--- src/rtl/dmem_arbiter_pkg.sv ---
// ============================================================================
// Module : dmem_arbiter_pkg
// Brief  : Shared types and constants for the data-memory arbiter.
// Rev    : 1.0
// ============================================================================
`default_nettype none

package dmem_arbiter_pkg;

   typedef enum logic [1:0] {
      ST_IDLE  = 2'd0,
      ST_ISSUE = 2'd1,
      ST_WAIT  = 2'd2
   } arb_state_t;

   localparam int LAT_MIN = 1;
   localparam int LAT_MAX = 4;
   localparam int CNT_W   = 2;

   localparam logic PORT0 = 1'b0;
   localparam logic PORT1 = 1'b1;

endpackage

`default_nettype wire

--- src/rtl/dmem_arbiter_if.sv ---
// ============================================================================
// Module : dmem_arbiter_if
// Brief  : Requester ports and data-memory bus seen by the arbiter.
// Rev    : 1.0
// ============================================================================
`default_nettype none

interface dmem_arbiter_if #(
   parameter int ADDR_W = 14
);
   logic              req0;
   logic              req1;
   logic              we0;
   logic              we1;
   logic [31:0]       addr0;
   logic [31:0]       addr1;
   logic [31:0]       wdata0;
   logic [31:0]       wdata1;
   logic              gnt0;
   logic              gnt1;
   logic              rvalid0;
   logic              rvalid1;
   logic [31:0]       rdata;
   logic              mem_en;
   logic              mem_we;
   logic [ADDR_W-1:0] mem_addr;
   logic [31:0]       mem_wdata;
   logic [31:0]       mem_rdata;

   // Arbiter side
   modport slave (
      input  req0, req1, we0, we1, addr0, addr1, wdata0, wdata1, mem_rdata,
      output gnt0, gnt1, rvalid0, rvalid1, rdata,
             mem_en, mem_we, mem_addr, mem_wdata
   );

   // Requesters plus memory side
   modport master (
      output req0, req1, we0, we1, addr0, addr1, wdata0, wdata1, mem_rdata,
      input  gnt0, gnt1, rvalid0, rvalid1, rdata,
             mem_en, mem_we, mem_addr, mem_wdata
   );

endinterface

`default_nettype wire

--- src/rtl/dmem_arbiter_rr_pick.sv ---
// ============================================================================
// Module : rr_pick
// Brief  : Two-way round-robin selector holding the last-served port.
// Rev    : 1.0
// ============================================================================
`default_nettype none

module rr_pick
   import dmem_arbiter_pkg::*;
(
   input  wire logic clk,
   input  wire logic rst,
   input  wire logic req0,
   input  wire logic req1,
   input  wire logic take,
   output logic      pick
);

   logic last_q;
   logic last_d;

   always_comb begin
      if (req0 && req1) begin
         pick = ~last_q;
      end else if (req1) begin
         pick = PORT1;
      end else begin
         pick = PORT0;
      end
      last_d = take ? pick : last_q;
   end

   // Pointer starts at port 1 so port 0 wins the first tie
   always_ff @(posedge clk or posedge rst) begin
      if (rst) begin
         last_q <= PORT1;
      end else begin
         last_q <= last_d;
      end
   end

endmodule

`default_nettype wire

--- src/rtl/dmem_arbiter.sv ---
// ============================================================================
// Module : dmem_arbiter
// Brief  : Round-robin arbiter sharing one data memory between CPU and loader.
// Rev    : 1.0
// ============================================================================
`default_nettype none

module dmem_arbiter
   import dmem_arbiter_pkg::*;
#(
   parameter int ADDR_W = 14,
   parameter int LAT    = 1
) (
   input  wire logic     clk,
   input  wire logic     rst,
   dmem_arbiter_if.slave bus
);

   // Out-of-range latencies are clamped into the supported window
   localparam int              LAT_C    = (LAT < LAT_MIN) ? LAT_MIN :
                                          (LAT > LAT_MAX) ? LAT_MAX : LAT;
   localparam logic [CNT_W-1:0] LAT_LOAD = CNT_W'(LAT_C - 1);

   arb_state_t        state_q, state_d;
   logic [CNT_W-1:0]  cnt_q, cnt_d;
   logic              port_q, port_d;
   logic              we_q, we_d;
   logic [ADDR_W-1:0] addr_q, addr_d;
   logic [31:0]       wdata_q, wdata_d;

   logic              any_req;
   logic              take;
   logic              pick;
   logic              issue;
   logic              done;

   assign any_req = bus.req0 | bus.req1;
   assign take    = (state_q == ST_IDLE) && any_req;

   rr_pick u_rr_pick (
      .clk  (clk),
      .rst  (rst),
      .req0 (bus.req0),
      .req1 (bus.req1),
      .take (take),
      .pick (pick)
   );

   always_ff @(posedge clk or posedge rst) begin
      if (rst) begin
         state_q <= ST_IDLE;
         cnt_q   <= '0;
         port_q  <= PORT0;
         we_q    <= 1'b0;
         addr_q  <= '0;
         wdata_q <= '0;
      end else begin
         state_q <= state_d;
         cnt_q   <= cnt_d;
         port_q  <= port_d;
         we_q    <= we_d;
         addr_q  <= addr_d;
         wdata_q <= wdata_d;
      end
   end

   always_comb begin
      state_d = state_q;
      cnt_d   = cnt_q;
      port_d  = port_q;
      we_d    = we_q;
      addr_d  = addr_q;
      wdata_d = wdata_q;
      case (state_q)
         ST_IDLE: begin
            if (any_req) begin
               state_d = ST_ISSUE;
               port_d  = pick;
               we_d    = pick ? bus.we1 : bus.we0;
               addr_d  = pick ? bus.addr1[ADDR_W+1:2] : bus.addr0[ADDR_W+1:2];
               wdata_d = pick ? bus.wdata1 : bus.wdata0;
            end
         end
         ST_ISSUE: begin
            if (we_q) begin
               state_d = ST_IDLE;
            end else begin
               state_d = ST_WAIT;
               cnt_d   = LAT_LOAD;
            end
         end
         ST_WAIT: begin
            if (cnt_q == '0) begin
               state_d = ST_IDLE;
            end else begin
               cnt_d = cnt_q - CNT_W'(1);
            end
         end
         default: state_d = ST_IDLE;
      endcase
   end

   always_comb begin
      issue = 1'b0;
      done  = 1'b0;
      case (state_q)
         ST_ISSUE: issue = 1'b1;
         ST_WAIT:  done  = (cnt_q == '0);
         default:  ;
      endcase
   end

   assign bus.gnt0      = issue & (port_q == PORT0);
   assign bus.gnt1      = issue & (port_q == PORT1);
   assign bus.rvalid0   = done  & (port_q == PORT0);
   assign bus.rvalid1   = done  & (port_q == PORT1);
   assign bus.rdata     = done ? bus.mem_rdata : '0;
   assign bus.mem_en    = issue;
   assign bus.mem_we    = issue & we_q;
   assign bus.mem_addr  = addr_q;
   assign bus.mem_wdata = wdata_q;

   // Byte-lane and high address bits are not part of the word address
   logic unused_addr_bits;
   assign unused_addr_bits = ^{bus.addr0[31:ADDR_W+2], bus.addr0[1:0],
                               bus.addr1[31:ADDR_W+2], bus.addr1[1:0]};

endmodule

`default_nettype wire

--- src/flat_wrapper.sv ---
// flat-port wrapper written by rule: the top's interface ports become plain ports
module dmem_arbiter_flat import dmem_arbiter_pkg::*;
#(
   parameter int ADDR_W = 14,
   parameter int LAT    = 1
)
  (clk, rst, bus_req0, bus_req1, bus_we0, bus_we1, bus_addr0, bus_addr1, bus_wdata0, bus_wdata1, bus_mem_rdata, bus_gnt0, bus_gnt1, bus_rvalid0, bus_rvalid1, bus_rdata, bus_mem_en, bus_mem_we, bus_mem_addr, bus_mem_wdata);
  dmem_arbiter_if #(.ADDR_W(ADDR_W)) bus_i ();
  input  wire logic clk;
  input  wire logic rst;
  input wire logic [$bits(bus_i.req0)-1:0] bus_req0;
  input wire logic [$bits(bus_i.req1)-1:0] bus_req1;
  input wire logic [$bits(bus_i.we0)-1:0] bus_we0;
  input wire logic [$bits(bus_i.we1)-1:0] bus_we1;
  input wire logic [$bits(bus_i.addr0)-1:0] bus_addr0;
  input wire logic [$bits(bus_i.addr1)-1:0] bus_addr1;
  input wire logic [$bits(bus_i.wdata0)-1:0] bus_wdata0;
  input wire logic [$bits(bus_i.wdata1)-1:0] bus_wdata1;
  input wire logic [$bits(bus_i.mem_rdata)-1:0] bus_mem_rdata;
  output wire logic [$bits(bus_i.gnt0)-1:0] bus_gnt0;
  output wire logic [$bits(bus_i.gnt1)-1:0] bus_gnt1;
  output wire logic [$bits(bus_i.rvalid0)-1:0] bus_rvalid0;
  output wire logic [$bits(bus_i.rvalid1)-1:0] bus_rvalid1;
  output wire logic [$bits(bus_i.rdata)-1:0] bus_rdata;
  output wire logic [$bits(bus_i.mem_en)-1:0] bus_mem_en;
  output wire logic [$bits(bus_i.mem_we)-1:0] bus_mem_we;
  output wire logic [$bits(bus_i.mem_addr)-1:0] bus_mem_addr;
  output wire logic [$bits(bus_i.mem_wdata)-1:0] bus_mem_wdata;
  assign bus_i.req0 = bus_req0;
  assign bus_i.req1 = bus_req1;
  assign bus_i.we0 = bus_we0;
  assign bus_i.we1 = bus_we1;
  assign bus_i.addr0 = bus_addr0;
  assign bus_i.addr1 = bus_addr1;
  assign bus_i.wdata0 = bus_wdata0;
  assign bus_i.wdata1 = bus_wdata1;
  assign bus_i.mem_rdata = bus_mem_rdata;
  assign bus_gnt0 = bus_i.gnt0;
  assign bus_gnt1 = bus_i.gnt1;
  assign bus_rvalid0 = bus_i.rvalid0;
  assign bus_rvalid1 = bus_i.rvalid1;
  assign bus_rdata = bus_i.rdata;
  assign bus_mem_en = bus_i.mem_en;
  assign bus_mem_we = bus_i.mem_we;
  assign bus_mem_addr = bus_i.mem_addr;
  assign bus_mem_wdata = bus_i.mem_wdata;
  dmem_arbiter #(.ADDR_W(ADDR_W), .LAT(LAT)) u_core (.clk(clk), .rst(rst), .bus(bus_i));
endmodule
--- config.mk ---
export PLATFORM = sky130hd
export DESIGN_NAME = dmem_arbiter_flat
export DESIGN_NICKNAME = d
export VERILOG_FILES = /design/src/rtl/dmem_arbiter_pkg.sv /design/src/rtl/dmem_arbiter_if.sv /design/src/rtl/dmem_arbiter_rr_pick.sv /design/src/rtl/dmem_arbiter.sv /design/src/flat_wrapper.sv
export SDC_FILE = /design/constraint.sdc
export NUM_CORES = 1
export LEC_CHECK = 0
export BUFFER_PORTS_ARGS = -buffer_cell sky130_fd_sc_hd__buf_2
export CAP_MARGIN = 0
export CORE_AREA = 2 2 96 98
export CTS_BUF_LIST = sky130_fd_sc_hd__clkbuf_8
export DETAILED_ROUTE_END_ITERATION = 16
export DIE_AREA = 0 0 98 100
export PLACE_DENSITY_LB_ADDON = 0.3
export SLEW_MARGIN = 20
export SYNTH_ARGS = -nofsm -noshare
export SYNTH_HDL_FRONTEND = slang
export SYNTH_SLANG_ARGS = --single-unit
--- constraint.sdc ---
create_clock -name clk -period 3.4 [get_ports clk]
set_input_delay 0.85 -clock clk [delete_from_list [all_inputs] [get_ports clk]]
set_output_delay 0.85 -clock clk [all_outputs]
set_load 0.02 [all_outputs]
==> flow_summary.toml, run 1 <==
[sta]
clock_skew_ns = 0.00591
hold_viol = 0
worst_slack_ns = 0.534
relSlewSlack_pct = 34.7
tightest_slew_ns = 0.979
maxSlewViolCount = 0
setup_viol = 0
tns_ns = 0
fmax_mhz = 349
period_minus_slack_ns = 2.87
fin_crit_sh_pct = 84.3
rsz0062_at_grt = "false"

[hold_path]
hold_path_class = "flip-flop to flip-flop"
hold_path_end = "u_core.bus.mem_wdata[22]$_DFFE_PP0P_"
hp-start = "u_core.bus.mem_wdata[22]$_DFFE_PP0P_"
hold_depth = 2

[die]
core_sq_um = 8890
rows = 35
die-area_sq_um = 9800
initial_core_util_pct = 32.3
die_x_um = 98
ioPinCount = 250
dieHeight_um = 100

[cts]
root_buffer = "clkbuf_8"
cts_buffer_depth = 2
clk_pin_slew_ns = 0.10
htreeDepth = 2
ctsResizeCount = 0
ctsHoldBuffers = 0
clkLatencyLatePin_ns = 0.30
clock-sinks = 53
cts_tree = "yes"
numCtsBuffers = 5
cts_setup_buffers = 0

[logic_synthesis]
syn_inst = 334
yosysTopAreaCellShare_pct = 45.3
synth_top_area_cell = "dfrtp_1"
yosysWarnings = 0
synthTopCellsByCount = "65 x a21oi_1, 52 x dfrtp_1, 49 x nand2_1, 49 x nor2_1, 33 x and3_1"
yosysMostFrequentCell = "a21oi_1"
synth_edf_count = 0
postSynthAreaPerCell_sq_um = 8.60
synth_cell_type_count = 28
synth_nets = 505
synth_top_cells_by_area = "dfrtp_1 45%, a21oi_1 11%, a21oi_2 9.4%"
synth_seq_area_share_pct = 46.2
ys_ff_latch = 53
synth-main-ff-cell = "dfrtp_1"
async_flop_share_pct = 100
syn_area_sq_um = 2870

[setup_path]
crit_chain = "inv_1 -> ha_1 -> nand2_1 -> nor2_1 -> buf_2"
crit_path_end_kind = "primary output"
cp_max_fo = 36
reg2reg_from = "u_core.cnt_q[0]$_DFFE_PP0P_"
r2r_setup_slack_ns = 1.27
path_class = "flip-flop to primary output"
r2r_end = "u_core.state_q[0]$_DFFE_PP0P_"
cp_data_arrival_time_ns = 2.02
cpPeakStageDelay_ns = 0.74
cp-start-kind = "flip-flop"
cp_data_required_time_ns = 2.55
reg2reg_depth = 5
slowest_stage = "ha_1"

[global_routing]
antenna_found_initial = 0
grt.total_usage_pct = 16.6
overflow = 0
first_global_vias = 2848
grt_pass1_wl_um = 13500
grt_max_degree = 54

[run_status]
status = "complete, no violations"

[placement]
gp_congestion = 0.766
place_ws_ns = 0.870
portBuffers = 213
hpwlAfterDp_um = 6170
dpl_cell_area_sq_um = 4010

[flow_run]
maxCapViolations = 0

[layout]
n_fill_cell = 903
syn2layout_area_growth_pct = 42.5
nets = 703
num_antenna_cells = 0
drive_gt1_share_pct = 49.5
fin_area_sq_um = 4100
fin_util_pct = 46.1

[power]
power_density_nw_per_um2 = 883
ir_drop_mv = 0.317
leakagePower_uw = 0.00224

[route]
vias = 2981
ant_nets = 0
post_drt_wl_per_cell_um = 13.1
drtIter0Drc = 127
dr.pass1.iters = 4
drc = 0
routed_wl_um = 8440
viasPerCell = 4.63
## critical path, delay by kind of cell (launching register included)
kind / cells / cell delay [ns]
fa+ha+maj: 1 / 0.74
flops: 1 / 0.40
buf+inv: 2 / 0.29
simple gates: 2 / 0.28
## state kept, by name (all words and copies together), names as in the netlist
| register | cells |
|---|---|
| u_core.we_q | 1 |
| u_core.u_rr_pick.last_q | 1 |
| u_core.bus.mem_wdata | 32 |
| u_core.cnt_q | 2 |
| u_core.state_q | 2 |
| u_core.bus.mem_addr | 14 |
| u_core.port_q | 1 |
## final cells by class
class | instances | area (sq um) | area share, %
multi-input cells | 250 | 1400 | 34.2
clock inverters | 3 | 21.3 | 0.519
well taps | 111 | 139 | 3.39
flip-flops and latches | 53 | 1330 | 32.4
inverters | 5 | 18.8 | 0.458
repair buffers | 217 | 1120 | 27.4
clock buffers | 5 | 68.8 | 1.68
## power by group
group / switching (uW) / internal, uW
clock network: 218 / 147
logic: 1360 / 771
registers: 174 / 948
total: 1750 / 1870
## through the flow
step                power (uW)  instances  hold slack [ns]
floorplan                 2620        334            0.475
global placement          3240        636            0.491
finish                    3620        644            0.522
global route              3930        644            0.553
CTS                       3670        644            0.527
detailed placement        3290        636            0.503
## logic make-up (layout without fill, tap and decap cells)
family,count (synthesis),in the layout,share of synthesized area [%]
simple gates,137,137,21.3
mux,2,2,0.740
buf+inv,31,230,5.83
flops,53,53,46.2
fa+ha+maj,5,5,2.18
compound gates,106,106,23.8
## worst max path at each step
stage                                             start                                 end  slack [ns]  depth (start not counted)
final                     u_core.state_q[0]$_DFFE_PP0P_                         bus_rvalid0        0.53                          5
after floorplan                                     rst  u_core.bus.mem_addr[0]$_DFFE_PP0P_        1.27                          1
after global placement    u_core.state_q[0]$_DFFE_PP0P_                         bus_rvalid0        0.98                          5
after global routing      u_core.state_q[0]$_DFFE_PP0P_                         bus_rvalid0        0.29                          5
after detailed placement  u_core.state_q[0]$_DFFE_PP0P_                         bus_rvalid0        0.87                          5
after CTS                 u_core.state_q[0]$_DFFE_PP0P_                         bus_rvalid0        0.51                          5
## layout by cell type (no fill, tap or decap), drive strengths merged
master and n:
buf 217, a21oi 96, dfrtp 52, nand2 49, nor2 49, and3 33, inv 6, ha 5
clkbuf 5, nand2b 2, and2 2, a21bo 2, a21boi 2, o21ai 1, o21a 1, mux2i 1
o32ai 1, mux2 1, nor2b 1, or3 1, o211ai 1, a22o 1, a31oi 1, clkinvlp 1
clkinv 1, dfstp 1
## per-layer routing
metal / share of wire (%) / track usage (%) / vias to the layer above
met3: 5.3 / 2.51 / 5
li1: - / - / 1523
met2: 50 / 29.6 / 103
met1: 44 / 21.2 / 1350
met5: 0 / 0 / -
met4: 0.81 / 4.17 / 0
No activity file was read; power rests on OpenSTA's default activity.
==> run 2, diff against run 1 <==
Settings changed: CORE_AREA 2 2 96 98 to 2 2 97 99, DIE_AREA 0 0 98 100 to 0 0 99 101.
Clock period 3.4 ns to 2.8 ns, I/O delays scaled along.
==> flow_summary.toml, run 2 (same netlist as run 1, synthesis figures left out) <==
[run_status]
status = "complete, no violations"

[sta]
maxSlewViolCount = 0
setup_viol = 0
clock_skew_ns = 0.00857
fin_crit_sh_pct = 90.1
hold_viol = 0
tns_ns = 0
fmax_mhz = 396
tightest_slew_ns = 0.545
relSlewSlack_pct = 63.6
rsz0062_at_grt = "false"
period_minus_slack_ns = 2.52

[layout]
drive_gt1_share_pct = 49.7
multi_input_area_sq_um = 1400
num_antenna_cells = 0
largest_reg_flops = 32
final_cell_mix = "213 x buf_2, 65 x a21oi_1, 52 x dfrtp_1"
syn2layout_area_growth_pct = 44.7
fin_cells = 648
final_common_cell = "buf_2"
n_fill_cell = 903
ff_latch_area_sq_um = 1330
nets = 708

[global_routing]
first_global_vias = 2912
grt.total_usage_pct = 16.2
antenna_found_initial = 0
grt_max_degree = 37
grt_pass1_wl_um = 13400
overflow = 0

[route]
top_layer_used = "met4"
wl_met2_um = 4330
drtIter0Drc = 90
post_drt_wl_per_cell_um = 13.2
drc = 0
dr.pass1.iters = 4
wl_met3_um = 525
routed_wl_um = 8530
viasPerCell = 4.64
wl_met1_um = 3640
vias = 3008
ant_nets = 0

[cts]
root_buffer = "clkbuf_8"
cts_setup_buffers = 0
clk_pin_slew_ns = 0.10
htreeDepth = 2
clkLatencyLatePin_ns = 0.31
cts_tree = "yes"
cts_buffer_depth = 2
ctsResizeCount = 0
numCtsBuffers = 5
clock-sinks = 53
ctsHoldBuffers = 0

[die]
initial_core_util_pct = 32.0
die_x_um = 99
dieHeight_um = 101
ioPinCount = 250
die-area_sq_um = 10000
core_sq_um = 8980
rows = 35

[setup_path]
cp_top_family = "buffers and inverters"
crit_chain = "inv_1 -> ha_1 -> buf_4 -> and3_1 -> buf_2"
path_class = "flip-flop to primary output"
cp_max_fo = 19
cpPeakStageDelay_ns = 0.43
slowest_stage = "ha_1"
cp_data_arrival_time_ns = 1.82
cp-start-kind = "flip-flop"
cp_data_required_time_ns = 2.10
critPathBufInv = 3
crit_path_end_kind = "primary output"

[hold_path]
hold_path_class = "primary input to asynchronous set/reset pin"

[flow_run]
maxCapViolations = 0

[placement]
portBuffers = 213
gp_congestion = 0.798
place_inst = 641
hpwlAfterDp_um = 6430

[power]
power_density_nw_per_um2 = 1080
ir_drop_mv = 0.518
leakagePower_uw = 0.00228
## run 2: changes by cell type in the layout (fill, tap and decap cells not counted)
cell        previous run  this run
bufinv_16              0         1
buf_12                 2         3
buf_4                  2         6
clkinvlp_4             1         0
inv_6                  1         0
o21a_2                 1         0
o21a_1                 0         1
## run 2: worst paths after layout
kind | from | to | slack [ns] | cells after the start
max in group asynchronous | rst | u_core.bus.mem_wdata[12]$_DFFE_PP0P_ | 1.86 | 3
max reg2reg | u_core.cnt_q[0]$_DFFE_PP0P_ | u_core.state_q[0]$_DFFE_PP0P_ | 0.98 | 5
max | u_core.cnt_q[0]$_DFFE_PP0P_ | bus_rdata[6] | 0.28 | 5
min reg2reg | u_core.cnt_q[1]$_DFFE_PP0P_ | u_core.cnt_q[1]$_DFFE_PP0P_ | 0.52 | 2
min in group clk | u_core.cnt_q[1]$_DFFE_PP0P_ | u_core.cnt_q[1]$_DFFE_PP0P_ | 0.52 | 2
min | rst | u_core.bus.mem_addr[6]$_DFFE_PP0P_ | 0.41 | 2
## run 2: final cells by class
type                            instances  share of cell area [%]
Sequential cell                        53                    31.9
Multi-Input combinational cell        250                    33.6
Timing Repair Buffer                  222                    28.2
Clock buffer                            5                    1.66
Tap cell                              111                    3.34
Clock inverter                          2                   0.843
Inverter                                5                   0.451
## run 2: report_power, final
group          internal, uW  total [uW]  leakage, uW  switching (uW)
Sequential             1150        1360     0.000601             207
Combinational           950        2610      0.00162            1660
Clock                   260         503    0.0000540             242
## run 2: metal layers
layer / GRT usage [%] / vias up
met5: 0 / -
met4: 3.58 / 0
met3: 3.05 / 4
met2: 29.9 / 97
met1: 19.5 / 1377
li1: - / 1530
## run 2: through the flow
stage          hold WS (ns)  cell area, sq um  total power [uW]  setup slack (ns)  utilization, %
6_report              0.412              4160              4470             0.276            46.3
5_1_grt               0.432              4160              4840             0.103            46.3
4_1_cts               0.434              4160              4540             0.274            46.3
3_5_place_dp          0.506              4050              4020             0.627            45.2
3_3_place_gp          0.494              4050              3960             0.684            45.2
2_1_floorplan         0.475              2870              3180             0.815               -
